[src/rtl/shift_seq_pkg.sv]
// Shared types and constants for the shift sequencer front-end.
package shift_seq_pkg;

  typedef enum logic [1:0] {
    IDLE = 2'd0,
    RUN  = 2'd1,
    DONE = 2'd2
  } state_t;

  localparam logic SHIFT_LEFT  = 1'b0;
  localparam logic SHIFT_RIGHT = 1'b1;

endpackage

[src/rtl/multi_barrel_shifter_mux.sv]
// Logical barrel shifter built from log2(width) mux stages; zero fill, lr selects direction.
module multi_barrel_shifter_mux
  import shift_seq_pkg::*;
#(
  parameter int N = 3
) (
  input  logic [2**N-1:0] a,
  input  logic [N-1:0]    amt,
  input  logic            lr,
  output logic [2**N-1:0] y
);

  logic [2**N-1:0] stage [N+1];

  assign stage[0] = a;

  for (genvar i = 0; i < N; i++) begin : g_stage
    logic [2**N-1:0] shifted;
    assign shifted = (lr == SHIFT_RIGHT) ? (stage[i] >> (2**i)) : (stage[i] << (2**i));
    assign stage[i+1] = amt[i] ? shifted : stage[i];
  end

  assign y = stage[N];

endmodule

[src/rtl/shift_sequencer.sv]
// Loads a word, applies a stream of shift commands to it, and pulses done on last/budget/abort.
// Optional macro SHIFT_SEQ_ZERO_EXIT_EN adds a registered zero flag and ends a sequence on a zero result.
module shift_sequencer
  import shift_seq_pkg::*;
#(
  parameter int N       = 3,
  parameter int MAX_OPS = 8
) (
  input  logic                         clk,
  input  logic                         rst_n,
  input  logic                         start,
  input  logic [2**N-1:0]              data_in,
  input  logic                         cmd_valid,
  output logic                         cmd_ready,
  input  logic [N-1:0]                 cmd_amt,
  input  logic                         cmd_lr,
  input  logic                         cmd_last,
  input  logic                         abort,
  output logic [2**N-1:0]              y,
  output logic                         busy,
  output logic                         done,
  output logic                         ovf,
`ifdef SHIFT_SEQ_ZERO_EXIT_EN
  output logic                         zero,
`endif
  output logic [$clog2(MAX_OPS+1)-1:0] op_cnt
);

  localparam int CW = $clog2(MAX_OPS + 1);
  localparam logic [CW-1:0] LAST_CNT = CW'(MAX_OPS - 1);
`ifdef SHIFT_SEQ_ZERO_EXIT_EN
  localparam logic ZERO_EXIT = 1'b1;
`else
  localparam logic ZERO_EXIT = 1'b0;
`endif

  state_t          state;
  logic [2**N-1:0] acc;
  logic [2**N-1:0] shifted;
  logic            accept;
  logic            res_zero;

  multi_barrel_shifter_mux #(.N(N)) u_shifter (
    .a   (acc),
    .amt (cmd_amt),
    .lr  (cmd_lr),
    .y   (shifted)
  );

  assign cmd_ready = (state == RUN);
  assign busy      = (state != IDLE);
  assign done      = (state == DONE);
  assign accept    = cmd_valid && cmd_ready && !abort;
  assign res_zero  = (shifted == '0);
  assign y         = acc;

  always_ff @(posedge clk or negedge rst_n) begin
    if (!rst_n) begin
      state  <= IDLE;
      acc    <= '0;
      op_cnt <= '0;
      ovf    <= 1'b0;
    end else begin
      case (state)
        IDLE: begin
          if (start) begin
            acc    <= data_in;
            op_cnt <= '0;
            ovf    <= 1'b0;
            state  <= RUN;
          end
        end
        RUN: begin
          // abort wins over a same-cycle command; accept already excludes it
          if (abort) begin
            state <= DONE;
          end else if (accept) begin
            acc    <= shifted;
            op_cnt <= op_cnt + 1'b1;
            if (cmd_last) begin
              state <= DONE;
            end else if (ZERO_EXIT && res_zero) begin
              state <= DONE;
            end else if (op_cnt == LAST_CNT) begin
              ovf   <= 1'b1;
              state <= DONE;
            end
          end
        end
        DONE:    state <= IDLE;
        default: state <= IDLE;
      endcase
    end
  end

`ifdef SHIFT_SEQ_ZERO_EXIT_EN
  always_ff @(posedge clk or negedge rst_n) begin
    if (!rst_n) begin
      zero <= 1'b0;
    end else if (state == IDLE && start) begin
      zero <= (data_in == '0);
    end else if (accept) begin
      zero <= res_zero;
    end
  end
`else
  logic unused_zero;
  assign unused_zero = res_zero;
`endif

endmodule

[config.mk]
export PLATFORM = sky130hd
export DESIGN_NAME = shift_sequencer
export DESIGN_NICKNAME = d
export VERILOG_FILES = /design/src/rtl/shift_seq_pkg.sv /design/src/rtl/multi_barrel_shifter_mux.sv /design/src/rtl/shift_sequencer.sv
export SDC_FILE = /design/constraint.sdc
export NUM_CORES = 1
export LEC_CHECK = 0
export ABC_AREA = 0
export CORE_ASPECT_RATIO = 0.5
export CORE_MARGIN = 8
export CORE_UTILIZATION = 49
export CTS_CLUSTER_DIAMETER = 200
export DETAILED_ROUTE_END_ITERATION = 16
export GPL_TIMING_DRIVEN = 0
export PLACE_DENSITY = 0.8
export SYNTH_ARGS = -nofsm -noshare
export SYNTH_HDL_FRONTEND = slang
export SYNTH_SLANG_ARGS = --single-unit
[constraint.sdc]
create_clock -name clk -period 1.5 [get_ports clk]
set_input_delay 0.45 -clock clk [delete_from_list [all_inputs] [get_ports clk]]
set_output_delay 0.45 -clock clk [all_outputs]
set_load 0.01 [all_outputs]
==> results of run 1 <==
## layout by cell type (no fill, tap or decap), types with 2 or more instances in the layout
cell type        synthesis  routed
a211oi_2                 3       3
a21oi_1                 14       9
a21oi_2                  0       5
a221oi_2                 0       3
a22o_1                   2       2
a31oi_1                  2       2
buf_2                    5       4
buf_4                    2      20
buf_6                    5      19
buf_8                    1       3
clkbuf_8                 0       3
clkdlybuf4s50_1          0      10
dfrtp_1                 15       6
dfrtp_2                  0       9
dlygate4sd2_1            0      16
inv_1                    2       2
mux2i_1                 12       9
mux2i_2                  0       2
mux4_2                   1       2
nand2_1                 12      12
nand2b_1                 8       5
nand2b_4                 0       3
nand3b_1                 2       2
nor2_1                  24      22
nor2_2                   1       2
nor2b_1                  2       2
nor3b_1                  2       2
o21ai_0                  4       3
o21ai_1                  3       4
o221ai_1                 2       2
o22ai_1                  4       4
o31ai_2                  0       2
## worst max-delay path: stages (launching register included)
cell	delay, ps
dfrtp_2	440
buf_6	130
or2_4	230
buf_6	120
## sequential cells by signal, indices dropped and copies added (netlist names)
signal	flops
ovf	1
op_cnt	4
state	2
y	8
## synth_stat cells (4+ instances only)
cell type / n
a21oi_1: 14
buf_6: 5
buf_2: 5
mux2i_1: 12
nand2b_1: 8
dfrtp_1: 15
nand2_1: 12
o21ai_0: 4
o22ai_1: 4
nor2_1: 24
## power groups by stage
stage / registers (uW) / logic (uW) / clock network, uW
2_1_floorplan: 783 / 770 / 0
3_3_place_gp: 814 / 1310 / 0
3_5_place_dp: 823 / 1330 / 0
4_1_cts: 706 / 1850 / 352
5_1_grt: 743 / 2280 / 382
6_report: 727 / 2170 / 352
## worst paths after layout
kind                         to  slack (ps)  cells after the start
hold reg to reg             ovf         570                      2
hold / removal              ovf         570                      2
setup / recovery           busy        -120                      3
min in group asynchronous  y[0]         620                      1
setup reg to reg           y[3]         -50                      5
max in group asynchronous  y[1]         380                      1
## through the flow
| stage | worst slack, ps | hold WS (ps) | utilization, % | TNS [ps] | total power (uW) |
|---|---|---|---|---|---|
| CTS | -127 | 548 | 79.2 | -268 | 2910 |
| detailed placement | -696 | 542 | 66.4 | -7240 | 2160 |
| global placement | -673 | 491 | 66.4 | -6800 | 2120 |
| global route | -137 | 580 | 84.0 | -639 | 3410 |
| floorplan | 64.6 | 154 | - | 0 | 1550 |
| finish | -121 | 573 | 84.0 | -350 | 3250 |
## cells by family after synthesis
logic type	after synthesis	share of synthesized area (%)
DFF	15	27.6
AOI/OAI and AO/OA	51	26.5
buffers and inverters	17	9.28
muxes	15	13.2
and+or+nand+nor	59	21.2
xor gates and xnor gates	2	1.29
adders and majority gates	1	0.919
## timing repair
action                                  in CTS  in global routing
pin swaps                                    7                 15
setup buffers                               21                  8
cloned                                       1                  1
endpoints found under the setup margin      27                 13
gates resized for setup                     79                 23
## routing by layer
metal	GRT usage, %	share of wire, %	vias to the layer above
li1	-	-	722
met5	0	0	-
met1	24.9	40	764
met3	3.24	9.0	19
met4	8.17	2.7	0
met2	34.7	48	105
## area by class of cell
class / count / share of cell area, %
clock buffer: 3 / 1.88
sequential: 15 / 17.6
timing repair buffer: 64 / 27.3
tap: 37 / 2.10
inverter: 4 / 0.796
buffer: 11 / 5.63
clock inverter: 1 / 0.341
multi-input combinational: 128 / 44.4
==> results.txt, run 1 <==
The run finished, with violations left. The final reports fail on negative setup slack. For this design the ratio of total power to cell area is 1480 mW/mm^2. The final-report max-slew violation count is 0. The proportion of netlist area held by the largest area contributor came out at 27.6%.

After synthesis the netlist holds a flip-flop and latch count of 15. The worst reg2reg path startpoint is y[1]. The number of antenna violations at the first check in global routing is 0. Port buffering added 33 buffers. The static leakage power is 0.000983 uW.

The number of cells in the finished layout apart from fillers came out at 263. The post-synth net total is 179. The repair_antennas step left the layout with diodes totalling 0. The first global-routing pass estimated 7780 um of wire. The number of detailed-routing iterations run before antenna repair is 4.

In this run, the clock network consumes 10.9% of the power. The worst-case headroom to the max-slew limit is 52.2%. The largest buffer count on any clock path came out at 2.

The overall via count from detail_route is 1610. The largest net degree at the start of global routing is 16. The worst setup path is of the register to output pin kind. Static timing analysis puts the maximum clock frequency at 617 MHz. For this block, the initial DRC count from the detailed router was 118. In the final layout, the multi-input gates occupy 977 um^2.

The data arrival time of the worst path came out at 1170 ps. The cell count after synthesis is 160. The worst setup path is launched from a register. The total DRC errors in the routed layout is 0. The hold violation total from the final report is 0. The share of synthesized area occupied by flip-flops and latches is 27.6%. The count of flip-flops with a built-in enable after synthesis is 0. Global routing used 20.0% of the available tracks across all layers. In the final routed layout, each cell accounts on average for 19.9 um. The clock latency at the later pin of the worst-skew pair is 260 ps. The tool flagged a number of max-cap violations equal to 0. The clock period minus worst slack is 1620 ps. The core area is 0.00262 mm^2. The netlist area before placement is 0.00136 mm^2. Including well taps, the total number of placed cells is 230. Sorting the synthesized cells by area gives the leading types as dfrtp_1, mux2i_1, nor2_1, a21oi_1, buf_6. dfrtp_1 takes more of the synthesized area than any other cell.

Once routing completed, OpenROAD measured the worst setup slack at -121 ps. The via count of the first global-routing pass came out at 1550. Setup repair after global routing could not meet its margin everywhere. The startpoint identified for the worst hold timing path is ovf. The total congestion overflow after global routing is 0.

The share of total power in combinational logic came out at 66.8%. The worst endpoint required time came out at 1050 ps. The count of synthesis-stage warnings from yosys is 0.

Along the worst path, the maximum fanout reaches 3. IR analysis of the VDD net gives a maximum drop of 1.05 mV. Counting the buffers created by CTS gives 3. The final wirelength came out at 5240 um. For this run, asynchronously set or reset flops after synthesis account for 100%. The cell area after layout came out at 0.00220 mm^2. At the pin with the least slew margin, the transition time is 715 ps.

The count of different cell masters after synthesis is 49. The number of hold buffers added after CTS was 0. After floorplanning, the core was divided into 13 placement rows. Across the whole layout, storage elements account for 387 um^2. The switching power came out at 1390 uW. The number of setup violations in the final report came out at 8. The clock sink count came out at 15.

The chip width is 90.5 um. The internal power of the cells is 1860 uW. From synthesis to final layout, the design area changed by 61.7%. In this run the remaining antenna-violating nets after routing total 0. The via density per instance is 6.12.

The proportion of layout cells with a drive suffix above 1 is 42.5%. Among all flip-flop cells after synthesis, the most frequent one is dfrtp_1. Pin placement for this block handled 34 I/O pins.

The routability congestion estimate from global placement is 0.951. The initial standard-cell utilization of the core is 52.0%. The count of filler cells inserted in the layout is 155.

The average cell area after synthesis is 8.51 um^2. The CTS tree is done. The clock slew seen by the registers of the worst setup and hold paths is 70 ps. The area of the die is 0.00482 mm^2.

The final clock period utilization by the worst path came out at 108%. The start point of the critical path is state[1]. The net total in the final layout is 246. The die span in y came out at 53.3 um. The type of element capturing the critical path is an output pin. The sequential power share is 22.4%. In this run switching power makes up 42.7% of total power. The instance area after placement came out at 0.00174 mm^2. The setup clock skew after layout is 3.11 ps. CTS placed an instance of clkbuf_8 at the clock tree root.

The total half-perimeter wirelength after legalization and detailed placement came out at 2920 um. The H-tree level count came out at 1. The worst hold path belongs to the class register to register.
(Power assumes the default switching activity.)
==> run 2: changes to the inputs <==
--- a/config.mk
+++ b/config.mk
@@ -12,7 +12,7 @@
 export CTS_CLUSTER_DIAMETER = 200
 export DETAILED_ROUTE_END_ITERATION = 16
 export GPL_TIMING_DRIVEN = 0
-export PLACE_DENSITY = 0.8
+export PLACE_DENSITY = 0.77
 export SYNTH_ARGS = -nofsm -noshare
 export SYNTH_HDL_FRONTEND = slang
 export SYNTH_SLANG_ARGS = --single-unit
==> constraint.sdc (replaced) <==
create_clock -name clk -period 1.6 [get_ports clk]
set_input_delay 0.48 -clock clk [delete_from_list [all_inputs] [get_ports clk]]
set_output_delay 0.48 -clock clk [all_outputs]
set_load 0.01 [all_outputs]
==> run 2 against run 1 <==
The run still ends with negative setup slack left. Core utilization decreased by 4.3 points. Routed wire length decreased by 12%. Global-route usage decreased by 1.9 points. Clock skew increased by 1.3 ps. Final cell count decreased by 3.4%. Hold slack got worse by 74 ps. Final area decreased by 5.1%.
==> results.txt, run 2 (synthesis gave the netlist of run 1 again) <==
The total inserted antenna cells came out at 0 (unchanged). The leading cell type in the layout, fill and taps excluded is nor2_1. The area growth from synthesis to final layout came out at 53.5%.

The H-tree level count is 1 (unchanged). The static leakage power was 0.000922 uW (-6.2%). The worst-case headroom to the max-slew limit was 52.0% (-0.17 points). Walking the worst path, the cells encountered are buf_6, buf_4, mux2i_1, a211oi_2, a22oi_1, o21ai_1, a22o_1. The detail-routed net length per standard cell came out at 18.1 um (-8.9%). The overall via count from detail_route is 1535 (-4.7%). The initial standard-cell utilization of the core is 52.0% (unchanged). The global-route wire length before repair is 7100 um (-8.7%). In the layout the commonest cells are nor2_1, buf_4, dlygate4sd2_1. The worst hold path belongs to the class register to register. The final-report max-slew violation count is 0 (unchanged). The clock slew seen by the registers of the worst setup and hold paths was 60 ps (about the same).

The run finished, with violations left. The slew at the pin closest to its max-slew limit was 717 ps (+2.60 ps). The worst-case reg-to-reg path depth is 7 (+2).

The register-to-register path setup slack came out at -20 ps (+30 ps). The total DRC errors in the routed layout came out at 0 (unchanged). The instance area after placement came out at 0.00174 mm^2 (unchanged). The number of detailed-routing iterations run before antenna repair is 4 (unchanged). The number of cells on the worst hold path is 2 (unchanged). The quantity of I/O buffers inserted on ports was 33 (unchanged).

The maximum fanout along the worst path came out at 3 (unchanged). The die span in y came out at 53.3 um (unchanged). The final clock period utilization by the worst path is 101%.

The worst path setup slack after routing is -18.1 ps (+103 ps). The number of antenna violations at the first check in global routing is 0 (unchanged). The number of primary I/O pins is 34 (unchanged). The end point of the most critical hold path is ovf. The checks that failed: negative setup slack. The number of placement rows came to 13 (unchanged).

The cell chosen for the clock root is clkbuf_8. The hold violation total from the final report came out at 0 (unchanged). The number of design-rule violations left by the first detailed-router iteration is 161 (+36%).

The net total in the final layout came out at 237 (-3.7%). The clock sink count is 15 (unchanged). The cell area after layout came to 0.00209 mm^2 (-5.1%). The clock period minus worst slack came out at 1620 ps. STA classifies the critical path startpoint as a register. The highest-delay cell along the critical path is dfrtp_2.

The area of the die came out at 0.00482 mm^2 (unchanged). The maximum clock frequency came out at 618 MHz. The largest net degree at the start of global routing came out at 16 (unchanged). The number of flip-flops under the largest register name is 8 (unchanged). The chip width came out at 90.5 um (unchanged). The via count of the first global-routing pass is 1397 (-9.9%). The worst endpoint required time was 1740 ps (+690 ps). The number of setup violations in the final report came to 3 (-5). The type of element capturing the critical path is a register.

The core area is 0.00262 mm^2 (unchanged). TritonCTS built the clock tree. The peak per-stage delay on the critical path is 420 ps (-20 ps).

The final core area utilization came out at 79.8% (-4.3 points). The worst reg2reg path startpoint is y[1]. The overall track demand over capacity in global routing is 18.2% (-1.9 points). The worst-case vdd ir drop came out at 0.757 mV (-28%). The routability congestion estimate from global placement is 0.979 (+2.9%). Setup repair after global routing could not meet its margin everywhere. The via density per instance came out at 6.04 (-1.3%).

The remaining antenna violation count after routing was 0 (unchanged). The power density over cell area came out at 1320 mW/mm^2 (-10%). The final wirelength is 4610 um (-12%). The clock latency at the later pin of the worst-skew pair came out at 250 ps (about the same). The data arrival time of the worst path came to 1760 ps (+590 ps).

The total congestion overflow after global routing came out at 0 (unchanged). The total half-perimeter wirelength after legalization and detailed placement came to 2960 um (+1.2%). In this run the critical register-to-register path is captured at y[6].

The critical path is of the register to register type. The largest buffer count on any clock path came out at 2 (unchanged). The count of maximum capacitance violations came out at 0 (unchanged). The worst hold path begins at ovf.

The proportion of layout cells with a drive suffix above 1 is 37.3% (-5.2 points). The number of CTS-inserted buffers is 3 (unchanged). The setup clock skew after layout came to 4.43 ps (+1.32 ps).
run 2: changes by cell type in the layout (fill, tap and decap cells not counted), moves of 2 or more:
cell | previous run | this run
buf_6 | 19 | 10
a21oi_1 | 9 | 11
a21oi_2 | 5 | 3
buf_4 | 20 | 18
clkbuf_2 | 0 | 2
run 2: power breakdown:
group	total, uW	internal, uW	switching, uW	leakage (uW)
registers	703	523	180	0.000182
clock network	313	176	137	0.0000228
logic	1750	875	874	0.000717
total	2760	1570	1190	0.000922
run 2: through the flow:
step                      cells  power, uW  worst slack [ps]  hold slack, ps  TNS, ps
after floorplan             160       1460               135             184        0
after global placement      230       2000              -626             490    -5540
after detailed placement    230       2020              -662             490    -5770
after CTS                   243       2520              -124             504     -129
after global routing        254       2920             -86.5             562     -191
final                       254       2760             -18.1             499    -25.2
run 2: area by class of cell:
| class | count | area, um^2 |
|---|---|---|
| plain buffers | 11 | 121 |
| clock buffers | 4 | 45.0 |
| fillers | 189 | 529 |
| inverters | 4 | 17.5 |
| multi-input cells | 128 | 972 |
| flip-flops and latches | 15 | 385 |
| well taps | 37 | 46.3 |
| repair buffers | 55 | 502 |
run 2: per-layer routing:
metal | vias to the layer above | global-route usage, % | routed length, um
li1 | 701 | - | -
met1 | 740 | 24.8 | 1930
met2 | 87 | 29.2 | 2230
met3 | 7 | 2.54 | 398
met4 | 0 | 6.27 | 51
met5 | - | 0 | 0
run 2: worst max-delay path by stage:
| stage | startpoint | end | slack [ps] | cells after the start |
|---|---|---|---|---|
| after floorplan | cmd_amt[0] | y[3] | 130 | 4 |
| after global placement | cmd_amt[0] | y[3] | -630 | 5 |
| after detailed placement | cmd_amt[0] | y[3] | -660 | 5 |
| after CTS | state[1] | cmd_ready | -120 | 5 |
| after global routing | y[1] | y[6] | -90 | 7 |
| final | y[1] | y[6] | -20 | 7 |
run 2: repair_timing:
item                                    4_1_cts  5_1_grt
hold buffers                                  0        0
pin swaps                                     5       12
buffers inserted                             10       10
cloned                                        0        2
endpoints found under the setup margin       24       12
resized for setup                            61       23
endpoints found under the hold margin         0        0
run 2: worst max-delay path: cells and delay by family (launching register included):
family,cells,cell delay [ps]
AOI/OAI and AO/OA,4,640
DFF,1,420
buffers and inverters,2,260
muxes,1,190
